===== config.mk =====
export PLATFORM = sky130hd
export DESIGN_NAME = spi_frame_seq
export DESIGN_NICKNAME = d
export VERILOG_FILES = /design/src/rtl/spi_frame_seq_pkg.sv /design/src/rtl/spi_frame_seq.sv
export SDC_FILE = /design/constraint.sdc
export NUM_CORES = 1
export LEC_CHECK = 0
export ABC_AREA = 1
export CAP_MARGIN = 20
export CELL_PAD_IN_SITES_DETAIL_PLACEMENT = 1
export CELL_PAD_IN_SITES_GLOBAL_PLACEMENT = 2
export CORE_MARGIN = 10
export CORE_UTILIZATION = 30
export DETAILED_ROUTE_END_ITERATION = 10
export GPL_ROUTABILITY_DRIVEN = 1
export PLACE_DENSITY_LB_ADDON = 0.1
export SKIP_LAST_GASP = 1
export SLEW_MARGIN = 15
export SYNTH_ARGS = -nofsm -noshare
export SYNTH_HDL_FRONTEND = slang
export SYNTH_SLANG_ARGS = --single-unit
export TNS_END_PERCENT = 5

===== constraint.sdc =====
create_clock -name sys_clk -period 2 [get_ports sys_clk]
set_input_delay 0.4 -clock sys_clk [delete_from_list [all_inputs] [get_ports sys_clk]]
set_output_delay 0.4 -clock sys_clk [all_outputs]
set_load 0.03 [all_outputs]

===== src/rtl/spi_frame_seq_pkg.sv =====
// Shared definitions for the SPI frame sequencer: state encoding, counter width
// and the chip-select level helper.
package spi_frame_seq_pkg;

    typedef enum logic [2:0] {
        S_IDLE,
        S_SETUP,
        S_REQ,
        S_WAIT,
        S_GAP,
        S_HOLD,
        S_RECOV
    } seq_state_t;

    localparam int CNT_W      = 20;
    localparam int GAP_CYCLES = 2;

    // Electrical CS level for a logical asserted/deasserted request.
    function automatic logic cs_level(input logic active_low, input logic asserted);
        return asserted ^ active_low;
    endfunction

endpackage


===== src/rtl/spi_frame_seq.sv =====
// Multi-byte SPI frame sequencer: owns chip-select timing, issues one request per
// byte to the byte-level master and collects the returned bytes into rx_frame.
//
// state   | meaning
// --------+------------------------------------------------------------
// S_IDLE  | CS inactive, waiting for start
// S_SETUP | CS asserted, CS_SETUP cycles before the first request
// S_REQ   | single-cycle byte request, spi_data_tx holds tx byte[idx]
// S_WAIT  | waiting for the byte ack, bounded by ACK_TIMEOUT
// S_GAP   | two cycles so the master is idle before the next request
// S_HOLD  | CS still asserted for CS_HOLD cycles after the last byte
// S_RECOV | CS inactive for CS_IDLE cycles, then done and back to idle
module spi_frame_seq
    import spi_frame_seq_pkg::*;
#(
    parameter int          MAX_BYTES     = 8,
    parameter int          CS_SETUP      = 4,
    parameter int          CS_HOLD       = 4,
    parameter int          CS_IDLE       = 8,
    parameter logic        CS_ACTIVE_LOW = 1'b1,
    parameter logic [19:0] ACK_TIMEOUT   = 20'd1048575
) (
    input  logic                   sys_clk,
    input  logic                   sys_rst_n,
    input  logic                   start,
    input  logic [3:0]             byte_cnt,
    input  logic [8*MAX_BYTES-1:0] tx_frame,
    output logic [8*MAX_BYTES-1:0] rx_frame,
    output logic                   busy,
    output logic                   done,
    output logic                   err_timeout,
    output logic                   cs_ctrl,
    output logic                   spi_wr_req,
    input  logic                   spi_wr_ack,
    output logic [7:0]             spi_data_tx,
    input  logic [7:0]             spi_data_rx
);

    // Timers are down-counters loaded with (cycles - 1) on state entry.
    localparam logic [CNT_W-1:0] SETUP_LD = CNT_W'(CS_SETUP - 1);
    localparam logic [CNT_W-1:0] HOLD_LD  = CNT_W'(CS_HOLD - 1);
    localparam logic [CNT_W-1:0] IDLE_LD  = CNT_W'(CS_IDLE - 1);
    localparam logic [CNT_W-1:0] GAP_LD   = CNT_W'(GAP_CYCLES - 1);
    localparam logic [CNT_W-1:0] ACK_LD   = (ACK_TIMEOUT == '0) ? '0 : ACK_TIMEOUT - 1'b1;
    localparam logic [3:0]       MAX_N    = 4'(MAX_BYTES);
    localparam logic             CS_ON    = cs_level(CS_ACTIVE_LOW, 1'b1);
    localparam logic             CS_OFF   = cs_level(CS_ACTIVE_LOW, 1'b0);

    seq_state_t             state;
    logic [CNT_W-1:0]       cnt;
    logic [3:0]             idx;
    logic [3:0]             n_bytes;
    logic [8*MAX_BYTES-1:0] tx_buf;
    logic [7:0]             tx_byte;

    always_comb begin
        tx_byte = '0;
        for (int i = 0; i < MAX_BYTES; i++) begin
            if (idx == 4'(i)) tx_byte = tx_buf[8*i +: 8];
        end
    end

    always_ff @(posedge sys_clk or negedge sys_rst_n) begin
        if (!sys_rst_n) begin
            state       <= S_IDLE;
            cnt         <= '0;
            idx         <= '0;
            n_bytes     <= '0;
            tx_buf      <= '0;
            rx_frame    <= '0;
            busy        <= 1'b0;
            done        <= 1'b0;
            err_timeout <= 1'b0;
            cs_ctrl     <= CS_OFF;
            spi_wr_req  <= 1'b0;
            spi_data_tx <= '0;
        end else begin
            done       <= 1'b0;
            spi_wr_req <= 1'b0;
            unique case (state)
                S_IDLE: begin
                    if (start) begin
                        if (byte_cnt == '0) begin
                            done <= 1'b1;
                        end else begin
                            tx_buf      <= tx_frame;
                            n_bytes     <= (byte_cnt > MAX_N) ? MAX_N : byte_cnt;
                            idx         <= '0;
                            err_timeout <= 1'b0;
                            busy        <= 1'b1;
                            cs_ctrl     <= CS_ON;
                            cnt         <= SETUP_LD;
                            state       <= S_SETUP;
                        end
                    end
                end
                S_SETUP: begin
                    if (cnt == '0) begin
                        spi_wr_req  <= 1'b1;
                        spi_data_tx <= tx_byte;
                        state       <= S_REQ;
                    end else begin
                        cnt <= cnt - 1'b1;
                    end
                end
                S_REQ: begin
                    cnt   <= ACK_LD;
                    state <= S_WAIT;
                end
                S_WAIT: begin
                    // An ack in the final timeout cycle still wins.
                    if (spi_wr_ack) begin
                        for (int i = 0; i < MAX_BYTES; i++) begin
                            if (idx == 4'(i)) rx_frame[8*i +: 8] <= spi_data_rx;
                        end
                        idx   <= idx + 1'b1;
                        cnt   <= GAP_LD;
                        state <= S_GAP;
                    end else if (cnt == '0) begin
                        err_timeout <= 1'b1;
                        cnt         <= HOLD_LD;
                        state       <= S_HOLD;
                    end else begin
                        cnt <= cnt - 1'b1;
                    end
                end
                S_GAP: begin
                    if (cnt == '0) begin
                        if (idx < n_bytes) begin
                            spi_wr_req  <= 1'b1;
                            spi_data_tx <= tx_byte;
                            state       <= S_REQ;
                        end else begin
                            cnt   <= HOLD_LD;
                            state <= S_HOLD;
                        end
                    end else begin
                        cnt <= cnt - 1'b1;
                    end
                end
                S_HOLD: begin
                    if (cnt == '0) begin
                        cs_ctrl <= CS_OFF;
                        cnt     <= IDLE_LD;
                        state   <= S_RECOV;
                    end else begin
                        cnt <= cnt - 1'b1;
                    end
                end
                S_RECOV: begin
                    if (cnt == '0) begin
                        done  <= 1'b1;
                        busy  <= 1'b0;
                        state <= S_IDLE;
                    end else begin
                        cnt <= cnt - 1'b1;
                    end
                end
                default: state <= S_IDLE;
            endcase
        end
    end

endmodule

==> results of run 1 <==
## flip-flops by register name, indices dropped and copies added (netlist names)
signal,count
n_bytes,4
err_timeout,1
spi_data_tx,8
busy,1
tx_buf,64
done,1
state,3
cs_ctrl,1
spi_wr_req,1
cnt,20
idx,4
rx_frame,64
## cells in the mapped netlist
cell / instances
nand2_4: 1
inv_2: 7
nor2_2: 4
nand3b_1: 1
nor3_4: 2
buf_2: 16
o21ai_0: 69
xnor2_1: 8
a21oi_1: 32
nor2_4: 3
dfstp_2: 1
a31oi_1: 1
nand3_1: 71
nand3_2: 2
clkbuf_2: 1
clkinv_1: 1
nor2_1: 85
a21oi_2: 1
nand4_1: 11
o21bai_1: 1
nand2_2: 4
buf_4: 4
buf_6: 1
o22ai_1: 1
dfrtp_1: 171
nand2_1: 415
nor4_1: 2
or2_2: 8
clkbuf_1: 17
xor2_1: 7
inv_1: 68
nor3b_1: 1
nor3_1: 4
ha_1: 8
## per-layer routing
| layer | part of all wire (%) | up-vias | track usage [%] |
|---|---|---|---|
| li1 | - | 3617 | - |
| met1 | 47 | 3475 | 21.1 |
| met2 | 46 | 117 | 25.2 |
| met3 | 5.6 | 10 | 4.76 |
| met4 | 0.61 | 0 | 2.85 |
| met5 | 0 | - | 0 |
## cells by family after synthesis
family / share of synthesized area [%]
adders and majority gates: 1.24
and+or+nand+nor: 31.5
buffers and inverters: 5.88
DFF: 53.2
xor gates and xnor gates: 1.62
AOI/OAI and AO/OA: 6.60
## metrics by stage
stage / utilization (%) / worst slack [ps] / setup TNS (ps) / std cells / hold slack (ps)
final: 42.0 / 38.0 / 0 / 1580 / 451
after global routing: 42.0 / -60.4 / -879 / 1580 / 470
after CTS: 41.8 / 12.3 / 0 / 1580 / 470
after detailed placement: 39.3 / -93.1 / -2690 / 1547 / 391
after global placement: 39.3 / -43.2 / -456 / 1547 / 382
after floorplan: - / 192 / 0 / 1029 / 104
## final timing paths
path | start | to | cells past startpoint
min reg2reg | tx_buf[60] | tx_buf[60] | 2
max | rx_frame[48] | rx_frame[48] | 1
min | sys_rst_n | cnt[15] | 2
max in group asynchronous | sys_rst_n | idx[1] | 3
max reg2reg | cnt[0] | spi_wr_req | 9
min in group sys_clk | tx_buf[60] | tx_buf[60] | 2
## power by group
part | leakage [nW] | internal (mW) | switching [mW]
registers | 2.19 | 4.85 | 0.788
clock network | 0.317 | 1.81 | 1.93
logic | 2.95 | 3.34 | 5.41
## timing repair
action | CTS | global route
endpoints found under the hold margin | 37 | 0
endpoints found under the setup margin | 1 | 79
hold buffers | 1 | 0
setup buffers | 0 | 0
gates resized for setup | 1 | 15
## layout make-up
type / instances / area share (%)
multi-input cells: 742 / 29.9
clock inverters: 15 / 2.04
clock buffers: 17 / 3.79
inverters: 76 / 2.54
repair buffers: 217 / 19.5
well taps: 341 / 3.80
flip-flops and latches: 172 / 38.4
==> flow_metrics.env, run 1 <==
export IMPL_grt_usage_pct=15.9
export IMPL_die_w_um=184
export IMPL_critPathCaptureType="output port"
export IMPL_ys_ff_latch=172
export IMPL_rsz0062_at_grt="yes"
export IMPL_antenna_cells=0
export IMPL_fin_nets=1314
export IMPL_synth_top_area_cell="dfrtp_1"
export IMPL_placed_cell_area_um2=10500
export IMPL_synth_top_cell_area_share_pct=52.9
export IMPL_tightest_slew_ps=513
export IMPL_ios=157
export IMPL_min_period_ps=1960
export IMPL_grt_overflow=0
export IMPL_antenna_found_initial=0
export IMPL_vias=7219
export IMPL_fmax_mhz=510
export IMPL_place_gp_congestion=0.765
export IMPL_post_synth_cell_area_avg_um2=7.86
export IMPL_syn_num_nets=1117
export IMPL_drive_gt1_share_pct=11.1
export IMPL_synthTopCellsByArea="dfrtp_1 53%, nand2_1 19%, nand3_1 4.4%"
export IMPL_core_um2=26700
export IMPL_cp_top_family="buffers and inverters"
export IMPL_synth_seq_area_share_pct=53.2
export IMPL_hold_class="in2async"
export IMPL_fin_crit_sh_pct=98.1
export IMPL_cts_sinks=172
export IMPL_start_util_pct=30.3
export IMPL_relSlewSlack_pct=65.8
export IMPL_cp_arrival_ps=1560
export IMPL_worstPathRequired_ps=1600
export IMPL_worstPathCellList="clkdlybuf4s50_1"
export IMPL_skew_ps=18.6
export IMPL_finalHoldViolCount=0
export IMPL_route_detailed_drc=0
export IMPL_setup_violations=0
export IMPL_outcome="complete, no violations"
export IMPL_cp_max_fo=2
export IMPL_placementRows=60
export IMPL_cts_buffers=17
export IMPL_grt_pass1_vias=7563
export IMPL_die_y_um=184
export IMPL_cap_violations=0
export IMPL_vias_per_cell=4.57
export IMPL_dp_hpwl_um=19200
export IMPL_design_area_um2=11200
export IMPL_drtPass1Iterations=4
export IMPL_peakVddDrop_uv=635
export IMPL_synth_area_um2=8090
export IMPL_cp_slowest_stage_delay_ps=740
export IMPL_p_leak_nw=5.46
export IMPL_root_buffer="clkbuf_16"
export IMPL_h_tree_depth=4
export IMPL_drt_total_wl_um=26400
export IMPL_slew_viol_final=0
export IMPL_post_drt_wl_per_cell_um=16.7
export IMPL_syn2layout_area_growth_pct=38.7
export IMPL_n_fill_cell=3201
export IMPL_cts_tree="built"
export IMPL_io_buffers=156
export IMPL_drt_iter0_drc=411
export IMPL_clk_pin_slew_ps=90
export IMPL_ant_nets=0
export IMPL_fp_dieArea_um2=33900
export IMPL_final_common_cell="nand2_1"
export IMPL_multi_input_area_um2=3360
export IMPL_seqCellArea_um2=4310
export IMPL_start_kind="flop"
export IMPL_r2r_slack_ps=150
export IMPL_clk_latency_ps=450
export IMPL_synthCells=1029
export IMPL_path_buf_inv=1
export IMPL_grt_pass1_wl_um=42500
export IMPL_slowest_stage="clkdlybuf4s50_1"
export IMPL_power_per_cell_area_nw_per_um2=1610
export IMPL_p_total_mw=18.1
export IMPL_grt_max_degree=51
export IMPL_clockBufferDepth=2
export IMPL_worstSetupPathType="reg2out"
export IMPL_yosys_warnings=0
export IMPL_ys_types=34
export IMPL_final_cell_mix="413 x nand2_1, 170 x dfrtp_1, 154 x clkdlybuf4s50_1"
No activity file was read; power rests on OpenSTA's default activity.
==> run 2: changes to the inputs <==
--- a/config.mk
+++ b/config.mk
@@ -10,7 +10,7 @@
 export CELL_PAD_IN_SITES_DETAIL_PLACEMENT = 1
 export CELL_PAD_IN_SITES_GLOBAL_PLACEMENT = 2
 export CORE_MARGIN = 10
-export CORE_UTILIZATION = 30
+export CORE_UTILIZATION = 32
 export DETAILED_ROUTE_END_ITERATION = 10
 export GPL_ROUTABILITY_DRIVEN = 1
 export PLACE_DENSITY_LB_ADDON = 0.1
==> constraint.sdc (replaced) <==
create_clock -name sys_clk -period 2.5 [get_ports sys_clk]
set_input_delay 0.5 -clock sys_clk [delete_from_list [all_inputs] [get_ports sys_clk]]
set_output_delay 0.5 -clock sys_clk [all_outputs]
set_load 0.03 [all_outputs]
==> flow_metrics.env, run 2 (synthesis gave the netlist of run 1 again) <==
export IMPL_outcome="complete, no violations"
export IMPL_die_y_um=179
export IMPL_worstPathCellList="inv_1 -> ha_1 -> inv_1 -> nor2_1 -> inv_1 -> nand4_1 -> nand2_1 -> nand3_1 -> nand3_1 -> nand2_1"
export IMPL_cts_buffers=17
export IMPL_die_w_um=179
export IMPL_relSlewSlack_pct=62.1
export IMPL_fin_nets=1273
export IMPL_fin_crit_sh_pct=90.2
export IMPL_grt_pass1_vias=7452
export IMPL_skew_ps=20.9
export IMPL_final_cell_mix="415 x nand2_1, 171 x dfrtp_1, 155 x clkdlybuf4s50_1"
export IMPL_slowest_stage="dfrtp_1"
export IMPL_clk_latency_ps=440
export IMPL_reg_largest_list="rx_frame (64), tx_buf (64), cnt (20)"
export IMPL_grt_pass1_wl_um=41400
export IMPL_grt_overflow=0
export IMPL_cp_max_fo=15
export IMPL_cts_hold_buf=0
export IMPL_start_util_pct=32.3
export IMPL_power_per_cell_area_nw_per_um2=1290
export IMPL_worst_slack_ps=245
export IMPL_min_period_ps=2250
export IMPL_design_area_um2=10700
export IMPL_setup_violations=0
export IMPL_antenna_cells=0
export IMPL_cts_resized=0
export IMPL_drt_total_wl_um=25600
export IMPL_finalHoldViolCount=0
export IMPL_core_um2=25000
export IMPL_place_worst_setup_slack_ps=251
export IMPL_drt_iter0_drc=439
export IMPL_vias_per_cell=4.61
export IMPL_worstPathRequired_ps=2820
export IMPL_fmax_mhz=444
export IMPL_critPathCaptureType="flop"
export IMPL_slew_viol_final=0
export IMPL_hold_class="in2async"
export IMPL_drtPass1Iterations=4
export IMPL_post_cts_buffers=0
export IMPL_root_buffer="clkbuf_16"
export IMPL_cp_arrival_ps=2580
export IMPL_grt_max_degree=61
export IMPL_grt_usage_pct=16.5
export IMPL_ant_nets=0
export IMPL_syn2layout_area_growth_pct=32.4
export IMPL_cts_tree="built"
export IMPL_worstSetupPathType="reg2reg"
export IMPL_route_detailed_drc=0
export IMPL_final_common_cell="nand2_1"
export IMPL_clockBufferDepth=2
export IMPL_ios=157
export IMPL_layout_cells_non_filler=1528
export IMPL_cpMostUsedCell="inv_1"
export IMPL_antenna_found_initial=0
export IMPL_start_kind="flop"
export IMPL_path_buf_inv=3
export IMPL_dp_cells=1496
export IMPL_tightest_slew_ps=567
export IMPL_place_gp_congestion=0.781
export IMPL_p_total_mw=13.9
export IMPL_placed_cell_area_um2=10100
export IMPL_n_fill_cell=3023
export IMPL_cap_violations=0
export IMPL_cts_sinks=172
export IMPL_tns_ps=0
export IMPL_fp_dieArea_um2=32100
export IMPL_io_buffers=156
export IMPL_final_util_pct=42.8
export IMPL_cp_top_family="simple AND/OR/NAND/NOR gates"
export IMPL_dp_hpwl_um=18500
export IMPL_p_leak_nw=5.20
export IMPL_rsz0062_at_grt="no"
export IMPL_r2r_slack_ps=250
export IMPL_drive_gt1_share_pct=7.18
export IMPL_vias=7039
export IMPL_peakVddDrop_uv=520
export IMPL_post_drt_wl_per_cell_um=16.8
export IMPL_h_tree_depth=4
export IMPL_placementRows=58
export IMPL_cp_slowest_stage_delay_ps=460
export IMPL_fin_hold_ws_ps=12.9
export IMPL_clk_pin_slew_ps=80
-- run 2: worst paths after layout --
kind,start,depth (start not counted),end
min reg2reg,tx_buf[59],2,tx_buf[59]
max,idx[1],10,spi_data_tx[4]
min in group sys_clk,tx_buf[59],2,tx_buf[59]
max in group asynchronous,sys_rst_n,2,cs_ctrl
min,sys_rst_n,1,cnt[12]
max reg2reg,idx[1],10,spi_data_tx[4]
-- run 2: power by group --
group | leakage [nW] | switching [mW] | internal, mW
clock | 0.291 | 1.38 | 1.37
sequential | 2.20 | 0.671 | 3.88
combinational | 2.72 | 4.22 | 2.34
-- run 2: layer usage --
layer,vias up,routed length (µm),global-route usage [%]
met5,-,0,0
met4,0,220,3.62
met3,16,1520,5.12
met2,108,11700,25.8
met1,3367,12200,21.9
li1,3548,-,-
-- run 2: layout make-up --
type	instances	area [µm²]	share of cell area, %
multi-input cells	742	3310	30.9
flip-flops and latches	172	4310	40.2
repair buffers	176	1790	16.7
inverters	76	285	2.66
clock buffers	17	425	3.97
clock inverters	15	186	1.74
well taps	330	413	3.85
